===== src/rtl/note_tone_generator.sv =====
// Square-wave tone generator driven by the sequencer's 4-bit note codes.
// Short rest codes between notes are filtered so a sounding note is not chopped.
module note_tone_generator #(
  parameter int CLK_HZ    = 100000000,
  parameter int MUTE_HOLD = 4,
  parameter int HALF_W    = 17
) (
  input  logic       clk,
  input  logic       reset,
  input  logic       enable,
  input  logic [3:0] noteSelect,
  input  logic [2:0] volume,
  output logic       audioOut,
  output logic       ampEnable,
  output logic       toneActive,
  output logic [3:0] activeNote
);

  localparam int MUTE_CW = (MUTE_HOLD < 2) ? 1 : $clog2(MUTE_HOLD);

  function automatic int half_calc(input int freq);
    int h;
    h = CLK_HZ / (2 * freq);
    if (h < 1) h = 1;
    return h;
  endfunction

  localparam logic [HALF_W-1:0] HALF_A = HALF_W'(half_calc(440));
  localparam logic [HALF_W-1:0] HALF_B = HALF_W'(half_calc(494));
  localparam logic [HALF_W-1:0] HALF_C = HALF_W'(half_calc(523));
  localparam logic [HALF_W-1:0] HALF_D = HALF_W'(half_calc(587));
  localparam logic [HALF_W-1:0] HALF_E = HALF_W'(half_calc(659));
  localparam logic [HALF_W-1:0] HALF_F = HALF_W'(half_calc(698));
  localparam logic [HALF_W-1:0] HALF_G = HALF_W'(half_calc(784));

  localparam logic [3:0] NOTE_SILENT = 4'd7;

  function automatic logic [HALF_W-1:0] half_lookup(input logic [3:0] note);
    logic [HALF_W-1:0] h;
    case (note)
      4'd0:    h = HALF_A;
      4'd1:    h = HALF_B;
      4'd2:    h = HALF_C;
      4'd3:    h = HALF_D;
      4'd4:    h = HALF_E;
      4'd5:    h = HALF_F;
      4'd6:    h = HALF_G;
      default: h = HALF_A;
    endcase
    return h;
  endfunction

  typedef enum logic {
    SILENT = 1'b0,
    TONE   = 1'b1
  } state_t;

  state_t              state;
  state_t              state_n;
  logic [3:0]          note_reg;
  logic [3:0]          active_q;
  logic [3:0]          active_n;
  logic [HALF_W-1:0]   half_q;
  logic [HALF_W-1:0]   half_n;
  logic [HALF_W-1:0]   phase_q;
  logic [HALF_W-1:0]   phase_n;
  logic                sq_q;
  logic                sq_n;
  logic [MUTE_CW-1:0]  mute_q;
  logic [MUTE_CW-1:0]  mute_n;
  logic [2:0]          pwm_q;
  logic [2:0]          pwm_n;
  logic                audio_n;
  logic                note_valid;
  logic                note_same;
  logic                mute_expired;
  logic                half_end;

  assign note_valid   = (note_reg <= 4'd6);
  assign note_same    = (note_reg == active_q);
  assign mute_expired = (mute_q == MUTE_CW'(MUTE_HOLD - 1));
  assign half_end     = (phase_q == half_q - HALF_W'(1));
  assign pwm_n        = pwm_q + 3'd1;

  // State register
  always_ff @(posedge clk) begin
    if (!reset) state <= SILENT;
    else        state <= state_n;
  end

  // Next-state logic; a low enable overrides every other transition.
  always_comb begin
    state_n = state;
    case (state)
      SILENT:  if (note_valid) state_n = TONE;
      TONE:    if (!note_valid && mute_expired) state_n = SILENT;
      default: state_n = SILENT;
    endcase
    if (!enable) state_n = SILENT;
  end

  // Output / datapath logic: values that phase, square and note take on the next edge.
  always_comb begin
    phase_n  = phase_q;
    sq_n     = sq_q;
    half_n   = half_q;
    active_n = active_q;
    mute_n   = mute_q;
    if (state_n == SILENT) begin
      phase_n  = '0;
      sq_n     = 1'b0;
      active_n = NOTE_SILENT;
      mute_n   = '0;
    end else if (state == SILENT || (note_valid && !note_same)) begin
      half_n   = half_lookup(note_reg);
      active_n = note_reg;
      phase_n  = '0;
      sq_n     = 1'b1;
      mute_n   = '0;
    end else begin
      // Tone keeps its phase through rest codes until the hold runs out.
      if (half_end) begin
        phase_n = '0;
        sq_n    = ~sq_q;
      end else begin
        phase_n = phase_q + HALF_W'(1);
      end
      mute_n = note_valid ? '0 : mute_q + MUTE_CW'(1);
    end
    audio_n = sq_n & (state_n == TONE) & enable & (pwm_n <= volume);
  end

  always_ff @(posedge clk) begin
    if (!reset) begin
      note_reg  <= NOTE_SILENT;
      active_q  <= NOTE_SILENT;
      half_q    <= '0;
      phase_q   <= '0;
      sq_q      <= 1'b0;
      mute_q    <= '0;
      pwm_q     <= 3'd0;
      audioOut  <= 1'b0;
      ampEnable <= 1'b0;
    end else begin
      note_reg  <= noteSelect;
      active_q  <= active_n;
      half_q    <= half_n;
      phase_q   <= phase_n;
      sq_q      <= sq_n;
      mute_q    <= mute_n;
      pwm_q     <= pwm_n;
      audioOut  <= audio_n;
      ampEnable <= enable;
    end
  end

  assign toneActive = (state == TONE);
  assign activeNote = active_q;

endmodule


===== config.mk =====
export PLATFORM = sky130hd
export DESIGN_NAME = note_tone_generator
export DESIGN_NICKNAME = d
export VERILOG_FILES = /design/src/rtl/note_tone_generator.sv
export SDC_FILE = /design/constraint.sdc
export NUM_CORES = 1
export LEC_CHECK = 0
export ABC_AREA = 1
export CORE_MARGIN = 4
export CORE_UTILIZATION = 55
export DETAILED_ROUTE_END_ITERATION = 16
export PLACE_DENSITY = 0.79
export SLEW_MARGIN = 20
export SYNTH_ARGS = -nofsm -noshare
export SYNTH_HDL_FRONTEND = slang
export SYNTH_SLANG_ARGS = --single-unit

===== constraint.sdc =====
create_clock -name clk -period 4.5 [get_ports clk]
set_clock_uncertainty 0.2 [all_clocks]
set_input_delay 1.35 -clock clk [delete_from_list [all_inputs] [get_ports clk]]
set_output_delay 1.35 -clock clk [all_outputs]
set_load 0.1 [all_outputs]

==> metrics <==
CTS buffer count=5; Worst EP required=roughly 3000 ps; Cell Count, Final, Fillers Out=485; Setup TNS=0 ps; crit path max fanout=3; ordered list of cells on the worst path=clkdlybuf4s50_1; Overall Global Routing Usage=20.39%; PwrDens=around 340 nW/um^2; most frequent cell after synthesis=nand2_1; # rows=25; share of cells above drive strength 1=8.373%; Min Clock Period, post-route=3404 ps; Die W=79.85 um; worst path bufs/invs=1; Clock Latency Late Sink=310 ps; CTS resizes=0; Area after DPL=3034 um^2; area fraction of the dominant cell type after synthesis=35.26%; Vias/cell=5.130; drc violations=0; Netlist Area Pre-Place=2839 um^2; Cell variety after synth=38; syn_area_per_cell=7.097 um^2; R2R depth=14; CP endpoint kind=output pin; VDD IR max=0.1768 mV; number of flip-flops in the largest register=17; Yosys reg bits=50; Total Power=1.081 mW; CP max stage delay=1150 ps; final worst slack=1096 ps; sequential area share after synthesis=35.26%; io pins=17; ranking of synthesized cells by area=dfxtp_1 (35%), nand2_1 (11%), inv_1 (7.9%), nor2_1 (6.7%), xnor2_1 (4.3%); first-pass GRT wire length=between 10,000 and 15,000 um; worst slack on hold paths=266.1 ps; Syn Nets=between 400 and 500; Routability Congestion=0.8559; Reg clk slew, reported paths=100 ps; Largest regs=phase_q x17, half_q x16; CTS max path bufs=2; Slew @ Worst Pin=970.0 ps; Hold Path Class=flip-flop to flip-flop; hold_buf cts=0; routed vias=2,488; Die Y=79.85 um; Ys Warns=0; Port Buf Inserts=16; ant diodes=0; most flop-heavy register=phase_q; Max-Cap Viols=0; kind of critical path=flip-flop to output pin; Final Core Density=64.93%; vias in the first global route=approximately 2,300; core box area=4848 um^2; asr flop ratio synth=0%; Final Max Slew Viols=0; design area=about 3100 um^2; crit start category=flip-flop; WL/cell=~13 um; Post-synth top cells=nand2_1 (82), inv_1 (60), nor2_1 (51); cell accounting for the most synthesized area=dfxtp_1; CTS H-Tree Depth=2; Reg-to-Reg Start=half_q[1]; DR pass1 iterations=4; Top FF cell, synth=dfxtp_1; outcome=finished, final reports clean; CP top delay family=buffers and inverters; CTS tree=yes; hpwl dp=4599 um; grt ovf=0; Post-CTS Setup Bufs=0; Post-Place Setup Slack=1196 ps; Routed WL=6090 um; Tcrit/Tclk final=75.65%; antenna-violating nets left=0; critical path endpoint=activeNote[3]; final hold vios=0; critical path depth in cells=1; cell count after placement=477; RSZ-0062 raised after global routing=no; Total Nets Final=about 430; relative slew slack=35.13%; Pleak=approximately 1.4 nW; Worst Path Arrival=1850 ps; die area=around 6400 um^2; pin count of the biggest net entering global routing=18; cell count after synthesis=400; number of enable flip-flop cells after synthesis=0; CTS Root Cell=clkbuf_8; area delta synth->final=10.89%; RR Endpoint=phase_q[3]; Critical Path Slowest Stage Cell=clkdlybuf4s50_1; Peak Freq=0.2937 GHz; Setup-failing EPs final=0; R2R setup slack=2120 ps; CTS sink cnt=50; starting density of the core=58.55%; crit path from=activeNote[3]; initial DRC count=120; initial antenna violation count=0
## power breakdown
part           internal, mW  switching [mW]  leakage [nW]  total [mW]
logic                0.0968           0.170         0.929       0.266
registers             0.464          0.0296         0.409       0.494
clock network         0.165           0.155        0.0504       0.321
total                 0.727           0.355          1.39        1.08
## final cells by class
class / count / area [um^2]
clock buffer: 5 / 68.82
sequential: 50 / 1001
clock inverter: 3 / 45.04
multi-input combinational: 282 / 1556
fill: 445 / 1700
inverter: 62 / 232.7
timing repair buffer: 16 / 160.2
tap: 67 / 83.83
## cell usage in the layout (no fill, tap or decap), types with 3 or more instances in the layout
| master | instances |
|---|---|
| a211oi_1 | 4 |
| a21oi_1 | 19 |
| a31oi_1 | 3 |
| clkbuf_8 | 5 |
| clkdlybuf4s50_1 | 16 |
| dfxtp_1 | 50 |
| ha_1 | 7 |
| inv_1 | 60 |
| nand2_1 | 82 |
| nand3_1 | 18 |
| nand3b_1 | 4 |
| nand4_1 | 5 |
| nor2_1 | 51 |
| nor2_2 | 9 |
| nor3_1 | 4 |
| nor3b_1 | 7 |
| o21ai_0 | 17 |
| or2_2 | 5 |
| xnor2_1 | 14 |
| xor2_1 | 13 |
## layer usage
layer	vias up	global-route usage (%)	routed length, um
met5	-	0	0
met4	0	5.912	88
met3	10	4.289	190
met2	44	33.47	2806
met1	1135	26.88	3004
li1	1299	-	-
## cells by family (layout without fill, tap and decap cells)
| group | after synthesis | after routing | synth area share [%] |
|---|---|---|---|
| buffers and inverters | 68 | 86 | 9.916 |
| XOR/XNOR | 27 | 27 | 8.330 |
| AND/OR/NAND/NOR | 196 | 196 | 32.88 |
| adder cells (fa/ha/maj) | 7 | 7 | 3.085 |
| flip-flops | 50 | 50 | 35.26 |
| AO/OA/AOI/OAI | 52 | 52 | 10.53 |
## how the worst min path moves through the flow
| stage | start | to | slack (ps) | cells past startpoint |
|---|---|---|---|---|
| floorplan | mute_q[0] | mute_q[0] | 210 | 1 |
| global route | mute_q[0] | mute_q[0] | 270 | 1 |
| CTS | pwm_q[0] | pwm_q[0] | 270 | 1 |
| global placement | mute_q[0] | mute_q[0] | 230 | 1 |
| detailed placement | pwm_q[0] | pwm_q[0] | 250 | 1 |
| finish | mute_q[0] | mute_q[0] | 270 | 1 |
No activity file was read; power rests on OpenSTA's default activity.
